--- src/rtl/cpu_debug_scanner.sv ---
// cpu_debug_scanner: walks the CPU debug display port (32 GPRs, then a window
// of data memory) and streams each sampled word with a tag on valid/ready.
module cpu_debug_scanner #(
    parameter logic [31:0] MEM_BASE  = 32'h0000_0000,
    parameter int unsigned MEM_WORDS = 16
) (
    input  logic        clk,
    input  logic        reset,
    input  logic        start,
    output logic [4:0]  rf_addr,
    output logic [31:0] mem_addr,
    input  logic [31:0] rf_data,
    input  logic [31:0] mem_data,
    output logic        out_valid,
    input  logic        out_ready,
    output logic [31:0] out_data,
    output logic [7:0]  out_tag,
    output logic        busy,
    output logic        done
);

    localparam int unsigned IDX_W      = 7;
    localparam int unsigned LAST_RF_I  = 31;
    localparam int unsigned LAST_MEM_I = (MEM_WORDS == 0) ? 0 : MEM_WORDS - 1;
    localparam logic [IDX_W-1:0] LAST_RF  = IDX_W'(LAST_RF_I);
    localparam logic [IDX_W-1:0] LAST_MEM = IDX_W'(LAST_MEM_I);
    localparam logic HAS_MEM = (MEM_WORDS != 0);

    localparam logic PH_RF  = 1'b0;
    localparam logic PH_MEM = 1'b1;

    typedef enum logic [2:0] {
        S_IDLE = 3'd0,
        S_SET  = 3'd1,
        S_WAIT = 3'd2,
        S_OUT  = 3'd3,
        S_FIN  = 3'd4
    } state_t;

    state_t           r_state;
    state_t           w_state_nxt;
    logic             r_phase;
    logic             w_phase_nxt;
    logic [IDX_W-1:0] r_idx;
    logic [IDX_W-1:0] w_idx_nxt;
    logic [31:0]      w_mem_addr_nxt;
    logic             w_handshake;

    logic [4:0]       r_rf_addr;
    logic [31:0]      r_mem_addr;
    logic             r_out_valid;
    logic [31:0]      r_out_data;
    logic [7:0]       r_out_tag;
    logic             r_busy;
    logic             r_done;

    assign w_handshake    = r_out_valid & out_ready;
    // Memory byte address of the next item; wraps naturally at 2^32.
    assign w_mem_addr_nxt = MEM_BASE + 32'({w_idx_nxt, 2'b00});

    // State, phase and item index registers.
    always_ff @(posedge clk or posedge reset) begin
        if (reset) begin
            r_state <= S_IDLE;
            r_phase <= PH_RF;
            r_idx   <= '0;
        end else begin
            r_state <= w_state_nxt;
            r_phase <= w_phase_nxt;
            r_idx   <= w_idx_nxt;
        end
    end

    // Next-state logic: walk registers, then the memory window.
    always_comb begin
        w_state_nxt = r_state;
        w_phase_nxt = r_phase;
        w_idx_nxt   = r_idx;
        case (r_state)
            S_IDLE: begin
                if (start) begin
                    w_state_nxt = S_SET;
                    w_phase_nxt = PH_RF;
                    w_idx_nxt   = '0;
                end
            end
            S_SET:  w_state_nxt = S_WAIT;
            S_WAIT: w_state_nxt = S_OUT;
            S_OUT: begin
                if (w_handshake) begin
                    if (r_phase == PH_RF) begin
                        if (r_idx != LAST_RF) begin
                            w_idx_nxt   = r_idx + IDX_W'(1);
                            w_state_nxt = S_SET;
                        end else if (HAS_MEM) begin
                            w_phase_nxt = PH_MEM;
                            w_idx_nxt   = '0;
                            w_state_nxt = S_SET;
                        end else begin
                            w_state_nxt = S_FIN;
                        end
                    end else begin
                        if (r_idx != LAST_MEM) begin
                            w_idx_nxt   = r_idx + IDX_W'(1);
                            w_state_nxt = S_SET;
                        end else begin
                            w_state_nxt = S_FIN;
                        end
                    end
                end
            end
            S_FIN:   w_state_nxt = S_IDLE;
            default: w_state_nxt = S_IDLE;
        endcase
    end

    // Registered outputs: addresses on entry to SET, sample at end of WAIT.
    always_ff @(posedge clk or posedge reset) begin
        if (reset) begin
            r_rf_addr   <= '0;
            r_mem_addr  <= '0;
            r_out_valid <= 1'b0;
            r_out_data  <= '0;
            r_out_tag   <= '0;
            r_busy      <= 1'b0;
            r_done      <= 1'b0;
        end else begin
            r_busy <= (w_state_nxt != S_IDLE);
            r_done <= (w_state_nxt == S_FIN);
            if (w_state_nxt == S_SET) begin
                if (w_phase_nxt == PH_MEM) begin
                    r_mem_addr <= w_mem_addr_nxt;
                end else begin
                    r_rf_addr <= w_idx_nxt[4:0];
                end
            end
            if (r_state == S_WAIT) begin
                r_out_valid <= 1'b1;
                r_out_data  <= (r_phase == PH_MEM) ? mem_data : rf_data;
                r_out_tag   <= {r_phase, r_idx};
            end else if (w_handshake) begin
                r_out_valid <= 1'b0;
            end
        end
    end

    assign rf_addr   = r_rf_addr;
    assign mem_addr  = r_mem_addr;
    assign out_valid = r_out_valid;
    assign out_data  = r_out_data;
    assign out_tag   = r_out_tag;
    assign busy      = r_busy;
    assign done      = r_done;

endmodule

--- config.mk ---
export PLATFORM = sky130hd
export DESIGN_NAME = cpu_debug_scanner
export DESIGN_NICKNAME = d
export VERILOG_FILES = /design/src/rtl/cpu_debug_scanner.sv
export SDC_FILE = /design/constraint.sdc
export NUM_CORES = 1
export LEC_CHECK = 0
export ABC_AREA = 1
export CELL_PAD_IN_SITES_DETAIL_PLACEMENT = 0
export CELL_PAD_IN_SITES_GLOBAL_PLACEMENT = 2
export CORE_ASPECT_RATIO = 0.5
export CORE_MARGIN = 5
export CORE_UTILIZATION = 20
export DETAILED_ROUTE_END_ITERATION = 8
export PLACE_DENSITY_LB_ADDON = 0.1
export SYNTH_ARGS = -nofsm -noshare
export SYNTH_HDL_FRONTEND = slang
export SYNTH_SLANG_ARGS = --single-unit
--- constraint.sdc ---
create_clock -name clk -period 2.23 [get_ports clk]
set_clock_uncertainty 0.2 [all_clocks]
set_input_delay 0.5575 -clock clk [delete_from_list [all_inputs] [get_ports clk]]
set_output_delay 0.5575 -clock clk [all_outputs]
set_load 0.005 [all_outputs]
Yosys cells after proc, flatten, opt, wreduce, memory -nomap -nowiden
Cells that the tools add are included.

Logic and storage cells: 44. Flip-flop bits (word level): 66. Input bits: 68.

Reductions and logical operators: 5. Add/subtract/negate cells: 1. Muxes and demuxes: 19. Equal/unequal tests: 7. Bitwise gates (word level): 2.

Operators by type and width (number): 7-bit 2-to-1 mux (5); 32-bit 2-to-1 mux (1); 7-bit one-hot mux with 2 select lines (1); 3-bit 2-to-1 mux (4); 3-bit one-hot mux with 4 select lines (1); 7-bit by 1-bit adder with 7-bit output (second input constant) (1); 7-bit by 4-bit != test with 1-bit output (second input constant) (1); 7-bit by 5-bit != test with 1-bit output (second input constant) (1); 3-bit by 1-bit == test with 1-bit output (second input constant) (2); 3-bit by 2-bit == test with 1-bit output (second input constant) (2); 1-bit 2-to-1 mux (6); 2-bit AND reduction (2); 3-bit == test (second input constant) (1); 3-bit logical NOT (1); 3-bit nonzero test (1); 1-bit one-hot mux with 2 select lines (1); 2-bit nonzero test (1); 1-bit AND (1); 1-bit NOT (1).

Longest topological paths before layout
Depth after elaboration: 7. Gate-level depth with buffers: 11. Gate-level depth less buffers: 11.

Worst setup path after synthesis
OpenSTA, ideal clock, no wires.

Path type: input to register. From: input out_ready. To: register r_mem_addr[8], in the netlist mem_addr[8]. Stages on the path: 8. Path slack: 0.541 ns. Data arrival time: 1.425 ns. Required time: 1.965 ns. Cells stage by stage: nand2_1 > nor2_1 > nand2_1 > o21ai_4 > nand3_4 > inv_4 > nand2_1 > nand2_1.

Elaborated cells on any way between the ends: 9. Classes of those cells: eq/ne: 1; mux: 6; bitwise: 1; reduce/logical: 1.

RTL lines: start, declared (line 15) `input logic out_ready,`; 1-bit AND (line 57) `assign w_handshake = r_out_valid & out_ready;`; 1-bit 2-to-1 mux (line 90) `if (w_handshake) begin`; 1-bit one-hot mux with 2 select lines (line 79) `case (r_state)`; net w_phase_nxt (line 43) `logic w_phase_nxt;`; 2-bit AND reduction (no line); end signal, assigned (line 132) `r_mem_addr <= w_mem_addr_nxt;`; end, declared (line 50) `logic [31:0] r_mem_addr;`.

The timed path passes the listed nets, and every way through them passes these cells. A chain may end at the register's enable or synchronous reset.

Worst setup path in the final report
From: input out_ready. To: register r_mem_addr[4], in the netlist mem_addr[4].

The elaborated chain is that of the path after synthesis.

==> metrics.yaml <==
outcome: "completed"
ctsLongestPathBuffers: 2
cts.sinks: 66
post_cts_buffers: 0
cts_root_buffer: "clkbuf_16"
gp_congestion: 0.750
ioPinCount: 148
mappedNetlistArea_sq_um: 3260
ant_nets: 0
drc: 0
vias: 2953
use_met3: 0.0323
finalHoldViolations: 0
overflow: 0
cts_made_buffers: 9
yosys.cell_types.count: 28
yosysTopAreaCell: "dfrtp_1"
final_util: 0.313
critical_path_class: "in -> reg"
drive_above_1_share: 0.0896
p_leak_nw: 2.29
grt_max_degree: 82
num_rows: 33
ys_seq_elements: 66
p_int_w: 0.00375
die-area_sq_um: 19100
fmax_mhz: 498
core_area_sq_um: 16200
critPathMaxStageDelay_ps: 470
crit_fanout: 8
place.port_buffers: 122
final_net_count: 600
antenna_found_initial: 0
cts.repair.resized: 0
wl_per_cell_um: 13.9
min_from: "out_data[1]"
synthArstFlopShare: 1.00
yosys_most_used_dff: "dfrtp_1"
ctsHtreeMaxLevel: 3
r2r_cells: 9
dieHeight_um: 100
path_cells: "clkdlybuf4s50_1 > nand2_1 > nor2_1 > nand2_1 > o21ai_4 > nand3_4 > inv_4 > nand2_1 > nand2_1"
grt_pass1_wl_mm: 16.7
slew_violations: 0
synth_area_leaders: "dfrtp_1, nand2_1, nor2_1, o31ai_1, buf_4"
die_x_um: 190
cp.required_ps: 2310
r2r-end: "mem_addr[4]"
slowest_stage: "clkdlybuf4s50_1"
cp-endpoint: "mem_addr[4]"
antenna_cells: 0
setup_viol: 0
whs_ps: 278
avgViaCountPerCell: 3.87
period_share: 0.900
start_util: 0.201
cp.arrival_ps: 2080
hp-class: "reg -> reg"
rsz0062_at_grt: "no"
multiInputGateArea_sq_um: 1350
power_switching_w: 0.00190
grtUsageMet2: 0.176
switching_share: 0.336
drtIter0Drc: 110
max_cap_violations: 0
fillers: 1729
postSynthCellCount: 399
final_area_sq_um: 5070
yosysSeqAreaShare: 0.507
worstSetupEndpointType: "flip-flop"
p_comb_frac: 0.402
p_seq_frac: 0.325
post-route-min-period_ps: 2010
cts.clk_slew.worst_paths_ps: 60
yosys_warnings: 0
startpoint: "out_ready"
reg2reg_slack_ps: 320
postPlaceCellArea_sq_um: 4750
layout_setup_ws_ps: 223
crit_path_frequent_cell: "nand2_1"
hpwl_mm: 7.62
synth_top_cells_by_count: "nand2_1, nor2_1, dfrtp_1, o31ai_1, buf_4"
grt_util_met1: 0.152
area_growth_pct: 55.8
busiest_layer: "met2"
yosys.area.top_type_share: 0.507
synth_edf_count: 0
synth.avg_cell_area_sq_um: 8.16
grt_pass1_vias: 3037
yosysMostFrequentCell: "nand2_1"
crit_path_start_kind: "input port"
seqCellArea_sq_um: 1650
r2r_start: "r_idx[1]"
totalWireLength_mm: 10.6
cts_hold_buffers: 0
grt_use_total: 0.112
dr.pass1.iters: 4
clk_latency_ps: 330
vdd_drop_max_mv: 0.427
post-place-ws_ps: -127
p_clk_frac: 0.273
cts_tree: "done"
powerDensity_nw_per_um2: 1110
-- per-stage QoR --
| stage | TNS (ps) | power (W) | instances |
|---|---|---|---|
| after floorplan | 0 | 0.00292 | 423 |
| after global placement | -897 | 0.00420 | 747 |
| after detailed placement | -1200 | 0.00419 | 747 |
| after CTS | 0 | 0.00578 | 763 |
| after global routing | 0 | 0.00609 | 763 |
| final | 0 | 0.00565 | 763 |
-- power groups by stage --
stage                     Sequential [W]  Combinational [W]  Clock (W)
after global placement           0.00186            0.00234          0
after CTS                        0.00184            0.00233    0.00160
after detailed placement         0.00186            0.00233          0
after global routing             0.00190            0.00254    0.00165
after floorplan                  0.00188            0.00104          0
final                            0.00184            0.00227    0.00154
-- cells by family after synthesis --
logic type                 after synthesis  share of synthesized area
other                                    1                    0.00115
and+or+nand+nor                        218                      0.277
DFF                                     66                      0.507
AOI/OAI and AO/OA                       50                      0.106
buffers and inverters                   63                      0.105
adders and majority gates                1                    0.00384
-- layout make-up --
cell class	instances	share of cell area
clock buffers	9	0.0444
inverters	23	0.0183
repair buffers	137	0.270
well taps	227	0.0560
multi-input cells	294	0.267
flip-flops and latches	66	0.326
clock inverters	7	0.0185
-- worst min path at each step --
stage	endpoint	slack, ps	cells after the start
after floorplan	out_tag[6]	270	2
after global placement	out_tag[6]	260	2
after detailed placement	mem_addr[8]	260	2
after CTS	out_data[1]	280	2
after global routing	out_data[28]	300	2
final	out_data[1]	280	2
-- worst max-delay path: cells and delay by family --
kind            cells  cell delay [ps]
buf+inv             2              590
simple gates        6              700
compound gates      1              230
-- registers in the layout, summed over array words and instances, names as in the netlist --
signal / cells
out_tag: 8
rf_addr: 5
r_idx: 7
done: 1
r_state: 3
out_valid: 1
r_phase: 1
mem_addr: 7
busy: 1
out_data: 32
-- per-layer routing --
metal | vias up | routed length (um)
li1 | 1508 | -
met1 | 1351 | 5210
met2 | 84 | 4640
met3 | 10 | 630
met4 | 0 | 101
met5 | - | 0
-- layout by cell type (no fill, tap or decap), types with 3 or more instances in the layout --
cell | netlist | layout
a21oi_1 | 4 | 4
buf_12 | 0 | 3
buf_4 | 26 | 12
clkbuf_16 | 0 | 9
clkdlybuf4s50_1 | 0 | 122
clkinvlp_4 | 0 | 3
conb_1 | 1 | 25
dfrtp_1 | 66 | 66
inv_1 | 17 | 16
inv_2 | 5 | 5
nand2_1 | 113 | 113
nand3_1 | 13 | 13
nand4_1 | 4 | 4
nor2_1 | 77 | 77
o21ai_0 | 11 | 11
o31ai_1 | 32 | 32
Power figures use the tool's default switching activity.
